==> src/rtl/e1ofn_rtl_bridge.sv <==
// e1ofn_rtl_bridge: bridges QDI e1ofN four-phase channels (M digits of 1-of-N rails) to
// clocked valid/ready ports. One receive path (rails -> rcv_*) and one send path
// (snd_* -> rails), fully independent.
// Optional feature: define E1OFN_RAIL_CHECK_EN to enable the sticky rail_err protocol checker;
// when undefined rail_err is tied low.
module e1ofn_rtl_bridge #(
  parameter int unsigned M = 9,
  parameter int unsigned N = 2,
  localparam int unsigned B = $clog2(N),
  localparam int unsigned W = M * B
) (
  input  logic           CLK,
  input  logic           _RESET,
  input  logic [M*N-1:0] in_d,
  output logic           in_e,
  output logic [W-1:0]   rcv_data,
  output logic           rcv_valid,
  input  logic           rcv_ready,
  input  logic [W-1:0]   snd_data,
  input  logic           snd_valid,
  output logic           snd_ready,
  output logic [M*N-1:0] out_d,
  input  logic           out_e,
  output logic           rail_err
);

  typedef enum logic {RxIdle, RxFull} rx_state_e;
  typedef enum logic [1:0] {TxIdle, TxWaitE, TxData, TxNull} tx_state_e;

  logic [M*N-1:0] in_s1_q, in_s2_q;
  logic           out_e_s1_q, out_e_s2_q;

  rx_state_e      rx_state_q, rx_state_d;
  logic           rcv_valid_q, rcv_valid_d;
  logic [W-1:0]   rcv_data_q, rcv_data_d;

  tx_state_e      tx_state_q, tx_state_d;
  logic [W-1:0]   snd_q, snd_d;
  logic [M*N-1:0] out_d_q, out_d_d;

  logic [W-1:0]   dec_data;
  logic           tok_valid;
  logic           neutral;
  logic [M*N-1:0] out_enc;

  // Two-flop synchronizers for the asynchronous rails and the send-side enable.
  always_ff @(posedge CLK or negedge _RESET) begin
    if (!_RESET) begin
      in_s1_q    <= '0;
      in_s2_q    <= '0;
      out_e_s1_q <= 1'b0;
      out_e_s2_q <= 1'b0;
    end else begin
      in_s1_q    <= in_d;
      in_s2_q    <= in_s1_q;
      out_e_s1_q <= out_e;
      out_e_s2_q <= out_e_s1_q;
    end
  end

  // Decode synced rails: a token is valid only when every digit has exactly one rail high.
  always_comb begin
    int unsigned cnt;
    cnt       = 0;
    dec_data  = '0;
    tok_valid = 1'b1;
    for (int i = 0; i < int'(M); i++) begin
      cnt = 0;
      for (int j = 0; j < int'(N); j++) begin
        if (in_s2_q[i*N + j]) begin
          cnt++;
          dec_data[i*B +: B] = B'(j);
        end
      end
      if (cnt != 1) tok_valid = 1'b0;
    end
    neutral = (in_s2_q == '0);
  end

  // RX next state: capture on a full token, release the channel once neutral and consumed.
  always_comb begin
    rx_state_d  = rx_state_q;
    rcv_valid_d = rcv_valid_q;
    rcv_data_d  = rcv_data_q;
    unique case (rx_state_q)
      RxIdle: begin
        if (tok_valid) begin
          rcv_data_d  = dec_data;
          rcv_valid_d = 1'b1;
          rx_state_d  = RxFull;
        end
      end
      RxFull: begin
        if (rcv_valid_q && rcv_ready) rcv_valid_d = 1'b0;
        // Consumption and neutrality may land in the same cycle.
        if (neutral && !rcv_valid_d) rx_state_d = RxIdle;
      end
      default: rx_state_d = RxIdle;
    endcase
  end

  // RX state register.
  always_ff @(posedge CLK or negedge _RESET) begin
    if (!_RESET) begin
      rx_state_q  <= RxIdle;
      rcv_valid_q <= 1'b0;
      rcv_data_q  <= '0;
    end else begin
      rx_state_q  <= rx_state_d;
      rcv_valid_q <= rcv_valid_d;
      rcv_data_q  <= rcv_data_d;
    end
  end

  // Encode the latched token one-hot per digit; out-of-range digit values map to rail N-1.
  always_comb begin
    int unsigned dv;
    dv      = 0;
    out_enc = '0;
    for (int i = 0; i < int'(M); i++) begin
      dv = int'(snd_q[i*B +: B]);
      if (dv >= N) dv = N - 1;
      out_enc[i*N + dv] = 1'b1;
    end
  end

  // TX next state: four-phase handshake driven by the synced out_e.
  always_comb begin
    tx_state_d = tx_state_q;
    snd_d      = snd_q;
    out_d_d    = out_d_q;
    unique case (tx_state_q)
      TxIdle: begin
        if (snd_valid) begin
          snd_d      = snd_data;
          tx_state_d = TxWaitE;
        end
      end
      TxWaitE: begin
        if (out_e_s2_q) begin
          out_d_d    = out_enc;
          tx_state_d = TxData;
        end
      end
      TxData: begin
        if (!out_e_s2_q) begin
          out_d_d    = '0;
          tx_state_d = TxNull;
        end
      end
      TxNull: begin
        if (out_e_s2_q) tx_state_d = TxIdle;
      end
      default: tx_state_d = TxIdle;
    endcase
  end

  // TX state register; out_d is a flop so all rails of a token switch together.
  always_ff @(posedge CLK or negedge _RESET) begin
    if (!_RESET) begin
      tx_state_q <= TxIdle;
      snd_q      <= '0;
      out_d_q    <= '0;
    end else begin
      tx_state_q <= tx_state_d;
      snd_q      <= snd_d;
      out_d_q    <= out_d_d;
    end
  end

`ifdef E1OFN_RAIL_CHECK_EN
  logic multi_hot;
  logic partial_q, partial_d;
  logic rail_err_q, rail_err_d;

  // Flag any synced digit with more than one rail high.
  always_comb begin
    int unsigned hot;
    hot       = 0;
    multi_hot = 1'b0;
    for (int i = 0; i < int'(M); i++) begin
      hot = 0;
      for (int j = 0; j < int'(N); j++) begin
        if (in_s2_q[i*N + j]) hot++;
      end
      if (hot > 1) multi_hot = 1'b1;
    end
  end

  // Track partially arrived tokens while idle; a return to neutral before completion is an error.
  always_comb begin
    partial_d  = partial_q;
    rail_err_d = rail_err_q;
    if (multi_hot) rail_err_d = 1'b1;
    if (rx_state_q == RxIdle) begin
      if (tok_valid) begin
        partial_d = 1'b0;
      end else if (neutral) begin
        if (partial_q) rail_err_d = 1'b1;
        partial_d = 1'b0;
      end else begin
        partial_d = 1'b1;
      end
    end
  end

  // Checker state; rail_err is sticky until reset.
  always_ff @(posedge CLK or negedge _RESET) begin
    if (!_RESET) begin
      partial_q  <= 1'b0;
      rail_err_q <= 1'b0;
    end else begin
      partial_q  <= partial_d;
      rail_err_q <= rail_err_d;
    end
  end

  assign rail_err = rail_err_q;
`else
  assign rail_err = 1'b0;
`endif

  assign in_e      = (rx_state_q == RxIdle);
  assign rcv_valid = rcv_valid_q;
  assign rcv_data  = rcv_data_q;
  assign snd_ready = (tx_state_q == TxIdle);
  assign out_d     = out_d_q;

endmodule

==> config.mk <==
export PLATFORM = sky130hd
export DESIGN_NAME = e1ofn_rtl_bridge
export DESIGN_NICKNAME = d
export VERILOG_FILES = /design/src/rtl/e1ofn_rtl_bridge.sv
export SDC_FILE = /design/constraint.sdc
export NUM_CORES = 1
export LEC_CHECK = 0
export BUFFER_PORTS_ARGS = -buffer_cell sky130_fd_sc_hd__buf_2
export CAP_MARGIN = 20
export CELL_PAD_IN_SITES_DETAIL_PLACEMENT = 0
export CELL_PAD_IN_SITES_GLOBAL_PLACEMENT = 1
export CORE_ASPECT_RATIO = 2
export CORE_UTILIZATION = 43
export CTS_CLUSTER_DIAMETER = 120
export DETAILED_ROUTE_END_ITERATION = 16
export GPL_TIMING_DRIVEN = 0
export PLACE_DENSITY = 0.83
export SYNTH_ARGS = -nofsm -noshare
export SYNTH_HDL_FRONTEND = slang
export SYNTH_SLANG_ARGS = --single-unit
==> constraint.sdc <==
create_clock -name CLK -period 2.3 [get_ports CLK]
set_input_delay 0.23 -clock CLK [delete_from_list [all_inputs] [get_ports CLK]]
set_output_delay 0.23 -clock CLK [all_outputs]
set_load 0.02 [all_outputs]
After elaboration in Yosys (flattened, before gate mapping)
Index checks and enable logic that the tools add are counted.
{"block": "op_classes", "bitwise": 9, "eq_ne": 17, "n_addsub": 17, "n_reduce_logical": 19, "n_mux": 69, "magnitude_cmp": 18}
{"op": "$add A32 B1 Y32 const B", "count": 9}
{"op": "$mux W32", "count": 9}
{"op": "$ne A32 B1 Y1 const B", "count": 9}
{"op": "$or A18 B18 Y18", "count": 7}
{"op": "$mux W1", "count": 41}
{"op": "$demux W1 S5", "count": 8}
{"op": "$mux W18", "count": 2}
{"op": "$pmux W18 S2", "count": 1}
{"op": "$lt A5 B6 Y1 const B", "count": 4}
{"op": "$add A4 B1 Y5 const A", "count": 4}
{"op": "$ge A5 B1 Y1 const B", "count": 4}
{"op": "$logic_not A18 Y1", "count": 1}
{"op": "$or A2 B18 Y18", "count": 1}
{"op": "$lt A4 B6 Y1 const B", "count": 2}
{"op": "$logic_and A1 B1 Y1", "count": 11}
{"op": "$add A3 B1 Y4 const A", "count": 2}
{"op": "$ge A4 B1 Y1 const B", "count": 2}
{"op": "$mux W2", "count": 4}
{"op": "$ne A2 B2 Y1 const B", "count": 4}
{"op": "$pmux W2 S4", "count": 1}
{"op": "$add A5 B1 Y6 const A", "count": 1}
{"op": "$ge A6 B1 Y1 const B", "count": 1}
{"op": "$lt A1 B6 Y1 const B", "count": 1}
{"op": "$lt A3 B6 Y1 const B", "count": 1}
{"op": "16 further kinds", "count": 19}
{"block": "word_totals", "register_bits": 78, "wordCells": 159, "out_inout_bits": 31}

Depth between registers and ports, before layout
{"block": "depth", "word_depth": 15, "ltp_mapped": 7, "depth_no_buf": 5}

Least setup slack after synthesis
No wires, ideal clock.
{"block": "synth_timing", "path_kind": "reg2reg", "start": "register in_s2_q[13]", "end": "register rcv_data_q[0] (netlist: rcv_data[0])", "arrival_time_ps": 1587, "synth_period_minus_slack_ps": 1711, "stages_incl_launch_ff": 6, "path_slack_ps": 589, "setup_ps": 125, "path_buffers": 0, "path_cell_list": "dfrtp_1 > inv_1 > ha_1 > nand4_2 > nor4_4 > mux2_2"}
{"block": "synth_between", "elab_chain_len": 6}
{"element": "from (decl)", "line_no": "30", "source": "logic [M*N-1:0] in_s1_q, in_s2_q;"}
{"element": "from (signal assigned)", "line_no": "55", "source": "in_s2_q <= in_s1_q;"}
{"element": "$mux W32", "line_no": "70", "source": "if (in_s2_q[i*N + j]) begin"}
{"element": "$ne A32 B1 Y1", "line_no": "75", "source": "if (cnt != 1) tok_valid = 1'b0;"}
{"element": "$mux W1 (3 in series)", "line_no": "75"}
{"element": "$reduce_and A2 Y1 (no line)"}
{"element": "to (signal assigned)", "line_no": "111", "source": "rcv_data_q <= rcv_data_d;"}
{"element": "to (decl)", "line_no": "35", "source": "logic [W-1:0] rcv_data_q, rcv_data_d;"}
No other way between the ends.
A chain may end at the register's enable or synchronous reset.

Worst setup path in the final report
{"block": "layout_timing", "start": "register in_s2_q[11]", "end": "register rcv_data_q[6] (netlist: rcv_data[6])"}
{"block": "layout_between", "elab_chain_len": 7}
{"element": "$mux W32", "line_no": "70"}
{"element": "$ne A32 B1 Y1", "line_no": "75"}
{"element": "$mux W1 (4 in series)", "line_no": "75"}
{"element": "$reduce_and A2 Y1 (no line)"}
No other way between the ends.

==> metrics.log <==
[metrics] DIE HEIGHT: 115 um
[metrics] # fillers: 549
[metrics] final worst path period need: 1.95 ns
[metrics] Crit-path slowest cell: sky130_fd_sc_hd__nor4_4
[metrics] synthesized-area fraction occupied by xor and xnor cells: 0%
[metrics] Final Setup Violations: 0
[metrics] CP peak stage delay: 0.65 ns
[metrics] area added between synthesis and finish: 29.5%
[metrics] setup repair after global routing missed its margin: false
[metrics] vias in the first global route: 1674
[metrics] area used by sequential logic in the layout: 1950 um^2
[metrics] Async SR Flop Fraction: 100%
[metrics] final clock period utilization by the worst path: 84.8%
[metrics] mapped cell area: 2750 um^2
[metrics] Initial Util: 45.0%
[metrics] element type at the critical path end: flip-flop
[metrics] number of buffers on the longest clock path: 2
[metrics] Seq/Total Area, Yosys: 71.0%
[metrics] fraction of the mapped netlist area in simple logic gates: 4.55%
[metrics] diode count: 0
[metrics] count of mapped cells out of synthesis: 175
[metrics] headroom to the max-slew limit: 54.0%
[metrics] final slew viol count: 0
[metrics] die area: 6740 um^2
[metrics] via-per-instance ratio: 4.70
[metrics] Final TNS setup: 0 ns
[metrics] Clock Root Buffer: sky130_fd_sc_hd__clkbuf_16
[metrics] number of buffers inserted to repair setup after CTS: 0
[metrics] critical hold path startpoint: in_d[7]
[metrics] pre-CTS setup slack: 0.332 ns
[metrics] Critical Path Fanout Max: 9
[metrics] kind of critical path: flip-flop to flip-flop
[metrics] Warnings, synthesis: 0
[metrics] cells traversed along the worst timing path: inv_1 -> ha_1 -> nand2_1 -> nor4_4 -> mux2_2
[metrics] worst reg-to-reg path cell count: 5
[metrics] count of unique library cells instantiated by Yosys: 26
[metrics] final setup slack of the worst path: 0.350 ns
[metrics] standard-cell row count: 40
[metrics] number of enable flip-flop cells after synthesis: 0
[metrics] WL per Instance: 14.1 um
[metrics] worst flop-to-flop path endpoint: rcv_data[6]$_DFFE_PN0P_
[metrics] cell depth of the worst min-delay path: 1
[metrics] type of element launching the critical path: flip-flop
[metrics] endpoints failing hold: 0
[metrics] global-route met2 utilization: 29.1%
[metrics] total via count in the routed design: 1612
[metrics] clk slew on worst S/H paths: 0.06 ns
[metrics] Hold Buf Count CTS: 7
[metrics] area of the multi-input gates: 697 um^2
[metrics] reported max-cap violation count: 0
[metrics] leakage power total: 0.00184 uW
[metrics] GRT Max-Usage Layer: met2
[metrics] floorplan core area: 6110 um^2
[metrics] sink count of the clock tree: 78
[metrics] synthesized area per cell: 15.7 um^2
[metrics] pwr dens: 1190 nW/um^2
[metrics] Worst Path Required: 2.51 ns
[metrics] Worst-Margin Slew: 0.684 ns
[metrics] commonest non-fill, non-tap cells in the layout: 78 x sky130_fd_sc_hd__dfrtp_1, 62 x sky130_fd_sc_hd__buf_2, 22 x sky130_fd_sc_hd__inv_1, 19 x sky130_fd_sc_hd__mux2_2, 13 x sky130_fd_sc_hd__ha_1
[metrics] met1 track demand over resource in global routing: 17.1%
[metrics] TritonCTS clock tree: yes
[metrics] initial DRC count: 54
[metrics] initial antenna violation count: 0
[metrics] main flop type after synthesis: sky130_fd_sc_hd__dfrtp_1
[metrics] met3 track utilization from global routing: 6.30%
[metrics] Worst R2R Setup Slack: 0.35 ns
[metrics] antenna violation net count after detailed routing: 0
[metrics] maximum vdd ir drop: 680 uV
[metrics] crit path DAT: 2.16 ns
[metrics] share of cells above drive strength 1: 39.0%
[metrics] total wire length after detailed routing: 4.83 mm
[metrics] Die Wd: 58.5 um
[metrics] Inserted Clock Buffers: 9
[metrics] multiplexer share of the synthesized area: 8.15%
[metrics] fin nets: 300
[metrics] remaining global-route overflow: 0
[metrics] length of the first detailed-routing pass in iterations: 4
[metrics] most common library cell in the layout ignoring fill and taps: sky130_fd_sc_hd__dfrtp_1
[metrics] Tot GR Track Use: 16.7%
[metrics] status: completed
[metrics] clock insertion delay at the later pin of the skew report: 0.32 ns
[metrics] post-synthesis adder-cell area fraction: 5.92%
[metrics] top-level I/O count: 63
[metrics] DPL Wire Length: 3.43 mm
[metrics] wire length of the first global-routing pass: 7.93 mm
[metrics] count of state elements after synthesis: 78
[metrics] cts repair resizes: 0
[metrics] worst hold path class: primary input to flip-flop
[metrics] Achievable Freq: 513 MHz
[metrics] number of levels in the clock H-tree: 3
[metrics] endpoint of the worst hold-timing path: in_s1_q[7]$_DFF_PN0_
[metrics] Final Wtd Congestion: 0.678
[metrics] Worst Clk Skew: 0.00489 ns
[metrics] Syn Nets: 220
[metrics] pin count of the biggest net entering global routing: 54
[metrics] Crit. Startpoint: in_s2_q[11]$_DFF_PN0_
[metrics] R2R Path Start: in_s2_q[11]$_DFF_PN0_
[metrics] number of remaining DRC errors: 0
[metrics] dominant combinational cell family by area after synthesis: multiplexers
[metrics] total of buffers placed on input and output ports: 61
[metrics] area fraction in compound gates after synthesis: 6.60%
per-layer routing:
metal | vias up | routed length [um]
li1 | 755 | -
met2 | 50 | 2730
met3 | 10 | 227
met4 | 0 | 91
met1 | 797 | 1780
met5 | - | 0
area by class of cell:
type | count | share of cell area (%)
Sequential cell | 78 | 54.8
Multi-Input combinational cell | 72 | 19.6
Timing Repair Buffer | 69 | 11.4
Clock buffer | 12 | 7.21
Tap cell | 84 | 2.95
Inverter | 22 | 2.32
Clock inverter | 3 | 1.23
Buffer | 3 | 0.492
where the power goes:
part           switching, uW  internal (uW)
registers                173           1660
clock network            491            892
logic                    566            445
total                   1230           3000
synthesized netlist by cell type, types with 2 or more instances:
cell type | n | share of area, %
sky130_fd_sc_hd__inv_1 | 22 | 3.0
sky130_fd_sc_hd__ha_1 | 13 | 5.9
sky130_fd_sc_hd__nor3_1 | 2 | 0.36
sky130_fd_sc_hd__o2bb2ai_1 | 9 | 2.9
sky130_fd_sc_hd__a22o_1 | 9 | 2.9
sky130_fd_sc_hd__dfrtp_1 | 78 | 71
sky130_fd_sc_hd__mux2_2 | 19 | 7.8
sky130_fd_sc_hd__nand2_1 | 3 | 0.41
sky130_fd_sc_hd__buf_2 | 2 | 0.36
sky130_fd_sc_hd__nand4_1 | 2 | 0.46
through the flow:
stage / area [um^2] / utilization [%] / cells / power (uW) / hold WS, ns
2_1_floorplan: 2750 / - / 175 / 2510 / -0.0656
3_3_place_gp: 3160 / 51.7 / 320 / 2830 / 0.332
3_5_place_dp: 3190 / 52.2 / 321 / 2880 / 0.165
4_1_cts: 3560 / 58.3 / 343 / 4300 / 0.000691
5_1_grt: 3560 / 58.3 / 343 / 4470 / 0.00124
6_report: 3560 / 58.3 / 343 / 4230 / 0.0137
worst max-delay path by stage:
stage               depth (start not counted)                      end  slack [ns]
floorplan                                   5  rcv_data[0]$_DFFE_PN0P_        0.59
finish                                      5  rcv_data[6]$_DFFE_PN0P_        0.35
global route                                7    out_d[12]$_DFFE_PN0P_        0.20
detailed placement                          5  rcv_data[3]$_DFFE_PN0P_        0.33
global placement                            5  rcv_data[8]$_DFFE_PN0P_        0.36
CTS                                         5  rcv_data[6]$_DFFE_PN0P_        0.31
kinds of logic (layout without fill, tap and decap cells):
| kind of cell | Yosys count | after routing |
|---|---|---|
| other | 1 | 1 |
| adder cells (fa/ha/maj) | 13 | 13 |
| AO/OA/AOI/OAI | 21 | 21 |
| multiplexers | 20 | 20 |
| buffers and inverters | 25 | 109 |
| flip-flops | 78 | 78 |
| AND/OR/NAND/NOR | 17 | 17 |
flip-flops by register name (all words and copies together), names as in the netlist:
name and cells:
in_s1_q 18, in_s2_q 18, out_d 18, rcv_data 9, snd_q 9, tx_state_q 2, out_e_s1_q 1, out_e_s2_q 1
rcv_valid 1, rx_state_q 1
worst max-delay path: cells and delay by family, from the launching register on:
kind | cells | cell delay (ns)
DFF | 1 | 0.35
buffers and inverters | 1 | 0.05
adders and majority gates | 1 | 0.26
muxes | 1 | 0.41
and+or+nand+nor | 2 | 0.76
Power figures use the tool's default switching activity.
